## src/rtl/addsub_serial.sv

```systemverilog
`default_nettype none
// +--------------------------------------------------------------------------+
// | addsub_serial : digit-serial signed/unsigned adder-subtractor            |
// |   DIGIT bits per clock, LSB digit first; optional clamp via SATURATE_EN  |
// | Revision: 1.0                                                            |
// +--------------------------------------------------------------------------+
module addsub_serial #(
  parameter int WIDTH = 16,
  parameter int DIGIT = 4
) (
  input  logic             clk,
  input  logic             rst,
  input  logic             in_valid,
  output logic             in_ready,
  input  logic [WIDTH-1:0] a,
  input  logic [WIDTH-1:0] b,
  input  logic             sub,
  input  logic             cin,
  output logic             out_valid,
  input  logic             out_ready,
  output logic [WIDTH-1:0] sum,
  output logic             cout,
  output logic             ovf,
  output logic             zero
);

  localparam int NDIG = WIDTH / DIGIT;
  localparam int CW   = (NDIG > 1) ? $clog2(NDIG) : 1;
  localparam logic [CW-1:0] C_LAST = CW'(NDIG - 1);

  localparam logic [1:0] S_IDLE = 2'd0;
  localparam logic [1:0] S_RUN  = 2'd1;
  localparam logic [1:0] S_DONE = 2'd2;

  logic [1:0]       r_state;
  logic [CW-1:0]    r_cnt;
  logic [WIDTH-1:0] r_a;
  logic [WIDTH-1:0] r_b;
  logic             r_carry;
`ifdef SATURATE_EN
  logic             r_a_msb;
`endif

  logic [DIGIT-1:0] w_a_dig;
  logic [DIGIT-1:0] w_b_dig;
  logic [DIGIT:0]   w_dig_full;
  logic [DIGIT-1:0] w_dig_sum;
  logic             w_dig_cout;
  logic             w_c_msb_in;
  logic             w_ovf;
  logic             w_last;
  logic [WIDTH-1:0] w_next_sum;
  logic [WIDTH-1:0] w_final;

  assign in_ready = (r_state == S_IDLE) && !rst;

  // Operands are shifted right each digit, so the active digit is always at bit 0.
  assign w_a_dig    = r_a[DIGIT-1:0];
  assign w_b_dig    = r_b[DIGIT-1:0];
  assign w_dig_full = {1'b0, w_a_dig} + {1'b0, w_b_dig} + {{DIGIT{1'b0}}, r_carry};
  assign w_dig_sum  = w_dig_full[DIGIT-1:0];
  assign w_dig_cout = w_dig_full[DIGIT];
  // Carry into the digit MSB recovered from the MSB sum bit and its two inputs.
  assign w_c_msb_in = w_a_dig[DIGIT-1] ^ w_b_dig[DIGIT-1] ^ w_dig_sum[DIGIT-1];
  assign w_ovf      = w_c_msb_in ^ w_dig_cout;
  assign w_last     = (r_cnt == C_LAST);
  assign w_next_sum = WIDTH'({w_dig_sum, sum} >> DIGIT);

`ifdef SATURATE_EN
  assign w_final = !w_ovf  ? w_next_sum :
                   r_a_msb ? {1'b1, {(WIDTH-1){1'b0}}} :
                             {1'b0, {(WIDTH-1){1'b1}}};
`else
  assign w_final = w_next_sum;
`endif

  always_ff @(posedge clk) begin
    if (rst) begin
      r_state   <= S_IDLE;
      r_cnt     <= '0;
      r_a       <= '0;
      r_b       <= '0;
      r_carry   <= 1'b0;
`ifdef SATURATE_EN
      r_a_msb   <= 1'b0;
`endif
      out_valid <= 1'b0;
      sum       <= '0;
      cout      <= 1'b0;
      ovf       <= 1'b0;
      zero      <= 1'b0;
    end else begin
      case (r_state)
        S_IDLE: begin
          if (in_valid) begin
            r_a     <= a;
            r_b     <= sub ? ~b : b;
            r_carry <= sub ? ~cin : cin;
`ifdef SATURATE_EN
            r_a_msb <= a[WIDTH-1];
`endif
            r_cnt   <= '0;
            r_state <= S_RUN;
          end
        end
        S_RUN: begin
          r_a     <= r_a >> DIGIT;
          r_b     <= r_b >> DIGIT;
          r_carry <= w_dig_cout;
          if (w_last) begin
            sum       <= w_final;
            cout      <= w_dig_cout;
            ovf       <= w_ovf;
            zero      <= (w_final == '0);
            out_valid <= 1'b1;
            r_cnt     <= '0;
            r_state   <= S_DONE;
          end else begin
            sum   <= w_next_sum;
            r_cnt <= r_cnt + CW'(1);
          end
        end
        S_DONE: begin
          if (out_ready) begin
            out_valid <= 1'b0;
            r_state   <= S_IDLE;
          end
        end
        default: r_state <= S_IDLE;
      endcase
    end
  end

endmodule
`default_nettype wire

```

## config.mk

```make
export PLATFORM = sky130hd
export DESIGN_NAME = addsub_serial
export DESIGN_NICKNAME = d
export VERILOG_FILES = /design/src/rtl/addsub_serial.sv
export SDC_FILE = /design/constraint.sdc
export NUM_CORES = 1
export LEC_CHECK = 0
export ABC_AREA = 1
export BUFFER_PORTS_ARGS = -buffer_cell sky130_fd_sc_hd__clkbuf_2
export CAP_MARGIN = 5
export CORE_ASPECT_RATIO = 0.7
export CORE_MARGIN = 2
export CORE_UTILIZATION = 35
export CTS_CLUSTER_SIZE = 10
export DETAILED_ROUTE_END_ITERATION = 6
export GPL_ROUTABILITY_DRIVEN = 0
export PLACE_DENSITY_LB_ADDON = 0.12
export SETUP_SLACK_MARGIN = 0.15
export SLEW_MARGIN = 20
export SYNTH_ARGS = -nofsm -noshare
export SYNTH_HDL_FRONTEND = slang
export SYNTH_SLANG_ARGS = --single-unit
```

## constraint.sdc

```tcl
create_clock -name clk -period 1.6 [get_ports clk]
set_input_delay 0.08 -clock clk [delete_from_list [all_inputs] [get_ports clk]]
set_output_delay 0.08 -clock clk [all_outputs]
set_load 0.01 [all_outputs]
```

### Word level (Yosys, flattened, before mapping)

Cells that the tools add are included.

| cells by class | value |
|---|---|
| add/sub/neg operators | 3 |
| equality and inequality tests | 6 |
| multiplexer cells | 18 |
| bitwise operators | 5 |
| reduce and logical (&&, ||, !) cells | 10 |

Operators with widths:

| kind | number |
|---|---|
| case mux 16 bit (2 select lines) | 2 |
| two-way mux 16 bit | 3 |
| logical NOT 16 bit | 1 |
| NOT 16 bit | 1 |
| two-way mux 2 bit | 5 |
| != test 2 bit, second input constant | 3 |
| case mux 2 bit (3 select lines) | 1 |
| AND reduction 3 bit | 2 |
| adder 4 x 4 -> 5 bit | 1 |
| adder 5 x 1 -> 5 bit | 1 |
| == test 2 bit, second input constant | 2 |
| two-way mux 1 bit | 4 |
| case mux 1 bit (2 select lines) | 2 |
| case mux 2 bit (2 select lines) | 1 |
| AND reduction 2 bit | 2 |
| nonzero test 2 bit | 2 |
| bitwise XOR 1 bit | 3 |
| adder 2 x 1 -> 2 bit, second input constant | 1 |
| == test 2 x 1 -> 1 bit, second input constant | 1 |
| logical NOT 2 bit | 1 |
| logical AND 1 bit | 1 |
| logical NOT 1 bit | 1 |
| NOT 1 bit | 1 |

| storage, ports and cells | value |
|---|---|
| register bits after elaboration | 57 |
| input port bits | 38 |
| output and inout port bits | 21 |

### Longest topological paths before layout

| logic depth | value |
|---|---|
| word-level depth | 4 |
| mapped depth | 10 |

### Worst setup path after synthesis

OpenSTA, ideal clock, no wires.

| timing path | value |
|---|---|
| kind | flip-flop to flip-flop |
| start | register r_a[0] |
| end | register zero |
| library setup time | 0.065 ns |
| arrival | 1.655 ns |
| required time | 1.535 ns |
| path slack | -0.120 ns |
| cell stages (with the launch flop) | 10 |
| buffers on the path | 0 |
| clock period less this slack | 1.720 ns |
| cell sequence | dfxtp_1 > fa_1 > fa_1 > nor2_1 > nand2_1 > nor2_1 > nand3_1 > nor2_1 > nor2_1 > nor2_1 |

| on the way | value |
|---|---|
| longest elaborated chain between the ends | 3 |

RTL lines:

| item | RTL line | RTL |
|---|---|---|
| start, declared | 37 | `logic [WIDTH-1:0] r_a;` |
| start signal, assigned | 107 | `r_a <= r_a >> DIGIT;` |
| adder 4 x 4 -> 5 bit | 60 | `assign w_dig_full = {1'b0, w_a_dig} + {1'b0, w_b_dig} + {{DIGIT{1'b0}}, r_carry};` |
| adder 5 x 1 -> 5 bit | 60 |  |
| net w_dig_full[1] | 46 | `logic [DIGIT:0] w_dig_full;` |
| logical NOT 16 bit | 114 | `zero <= (w_final == '0);` |
| end signal, assigned | 114 |  |
| end, declared | 24 | `output logic zero` |

The timed path passes the listed nets, and every way through them passes these cells.
A chain may end at the register's enable or synchronous reset.

### Final worst setup path

Ends and elaborated chain as after synthesis.

==> run summary <==
status: complete, but fails checks
failing checks: negative setup slack
Crit Path Max Fanout: 2
Net count, final: 470
chip width: 107 um
row count: 26
Layout Skew: 8.34 ps
hold violation count in the final report: 0
Slowest cell on crit path: fa_2
share of layout cells above drive strength 1: 25.3%
commonest non-fill, non-tap cell in the layout: nand2_1
Iteration-0 DRC Markers: 89
CTS tree: built
core area: 7290 um^2
Antenna diodes: 0
hpwl dp: 4.38 mm
TritonCTS Buffers: 9
slowest stage delay, CP: 540 ps
Least-Margin Pin Slew: 571 ps
Post-DRT Antenna Nets: 0
post-DR vias/cell: 4.57
Post-Route WL: 6.31 mm
worst setup path class: flop to flop
period utilisation layout: 107%
Top delay family on crit path: adder cells
Die ar.: 8220 um^2
input/output buffers: 58
Starting Density: 36.0%
Avg Cell Area, Syn: 7.39 um^2
Synthesis Warnings: 0
clock buffer depth: 2
Setup TNS Final: -175 ps
#FFs+latches synth: 57
Crit path top cell by count: nor2_1
clock root buffer: clkbuf_8
Die Ht: 76.4 um
GRT Residual Overflow: 0
Residual DRC: 0
CTS clock-pin slew for the worst setup and hold paths: 70 ps
leakage power: 1.57 nW
Yosys cell types: 27
vias after detailed routing: 2419
FF-to-FF path depth: 9
Power per Cell Area: 1070 nW/um^2
clk_lat worst skew: 330 ps
sequential-to-total area share from yosys stat: 43.5%
Cell Area, Synth: 2620 um^2
min-delay worst type: primary input to flop
Max Slew Vio Count: 0
maximum vdd drop: 0.426 mV
post-route minimum period: 1710 ps
CTS H-tree depth: 3
unrepaired setup endpoints after global routing: yes
Post-Syn Instances: 355
Area Overhead vs Synth: 29.9%
crit path launch type: flop
final instance area: 3410 um^2
max cap viols: 0
Worst path depth: 9
clock sink total: 57
drt wl/cell: 11.9 um
CP arrival: 1930 ps
Pre-antenna DRT Iters: 5
WP buf/inv: 0
max_slew headroom: 61.9%
Min-Delay Path Depth: 3
fmax: 0.585 GHz
first-pass GRT wire length: 10.8 mm
most frequent cells in the layout: 110 x nand2_1, 58 x clkbuf_2, 54 x dfxtp_1, 32 x nor2_1, 25 x inv_1
Setup crit end kind: flop
Crit. Startpoint: r_a[0]
final worst setup slack: -110 ps
vias in the first global route: 2312
gr usage total: 16.6%
cells along the critical path: fa_2, fa_2, nor2_1, nand2_1, nor2_1, nand3_1, nor2_1, nor2_1, nor2_1
Setup Viol. Count Final: 2
syn_nets: 399
largest net degree at the start of global routing: 30
Worst Path Required: 1820 ps
Hold Crit Start: a[1]
fillers: 768
Post-Place Cell Area: 3060 um^2
R2R Path Start: r_a[0]
num ports: 59
antenna violations before repair: 0
-- worst paths after layout --
path / end / slack (ps)
worst max register to register: zero / -110
worst min-delay path: r_a[1] / 10
worst min register to register: cout / 450
worst max-delay path: zero / -110
-- routing by layer --
metal / GRT usage (%) / routed length [um] / part of all wire (%)
met1: 23.4 / 3280 / 52
met2: 24.1 / 2650 / 42
met3: 4.45 / 302 / 4.8
met4: 6.15 / 81 / 1.3
met5: 0 / 0 / 0
-- cells in the mapped netlist --
cell type / count / area, um^2
nand2_1: 116 / 435
dfxtp_1: 57 / 1140
nor2_1: 32 / 120
inv_1: 25 / 93.8
a21oi_1: 22 / 110
o21ai_0: 17 / 85.1
a31oi_1: 14 / 87.6
nand3_1: 11 / 55.1
xor2_1: 11 / 96.3
o211ai_1: 6 / 45.0
xnor2_1: 6 / 52.6
clkbuf_1: 5 / 18.8
buf_2: 4 / 20.0
buf_4: 4 / 30.0
buf_6: 4 / 45.0
ha_1: 4 / 50.1
inv_2: 4 / 15.0
buf_1: 2 / 7.51
fa_1: 2 / 40.0
nand2_2: 2 / 12.5
a22oi_1: 1 / 7.51
nand3_4: 1 / 17.5
nand4_1: 1 / 6.26
nor2_2: 1 / 6.26
nor3_1: 1 / 5.00
o211ai_2: 1 / 12.5
o31ai_1: 1 / 7.51
-- power breakdown --
part / internal [mW] / switching (mW)
Combinational: 0.251 / 0.324
Sequential: 1.52 / 0.0677
Clock: 0.917 / 0.561
Total: 2.69 / 0.952
-- worst register-to-register path: cells and delay by family, from the launching register on --
family,cells,cell delay (ps)
flops,1,330
fa+ha+maj,2,930
simple gates,7,340
-- logic make-up after synthesis --
family | Yosys count | synth area share [%]
AOI/OAI and AO/OA | 62 | 13.5
xor gates and xnor gates | 17 | 5.67
adders and majority gates | 6 | 3.43
buffers and inverters | 48 | 8.77
DFF | 57 | 43.5
and+or+nand+nor | 165 | 25.1
-- registers in the layout, indices dropped and copies added (netlist names) --
name	flops
ovf	1
sum	16
r_cnt	2
cout	1
r_carry	1
r_a	16
zero	1
r_b	16
out_valid	1
r_state	2
-- metrics by stage --
stage	cells	power [mW]	setup WS, ps	util, %	hold WS (ps)
finish	529	3.64	-110	46.8	12.3
floorplan	355	1.97	-58.7	-	228
CTS	529	3.68	-119	46.4	1.79
detailed placement	503	2.17	-136	42.1	328
global placement	503	2.17	-108	42.1	319
global route	529	3.85	-201	46.8	25.3
-- final cells by class --
type | instances | area (um^2) | share of cell area, %
multi-input combinational | 250 | 1290 | 37.9
clock buffer | 11 | 141 | 4.15
timing repair buffer | 79 | 522 | 15.3
inverter | 29 | 109 | 3.19
clock inverter | 5 | 78.8 | 2.31
tap | 98 | 123 | 3.60
sequential | 57 | 1140 | 33.6
-- what timing repair did --
item                       4_1_cts  5_1_grt
hold endpoints to repair         8        0
resized for setup                2       10
hold buffers                     8        0
pin swaps                        1        2
setup buffers                    2        0
setup endpoints to repair        6        8
Power figures use the tool's default switching activity.
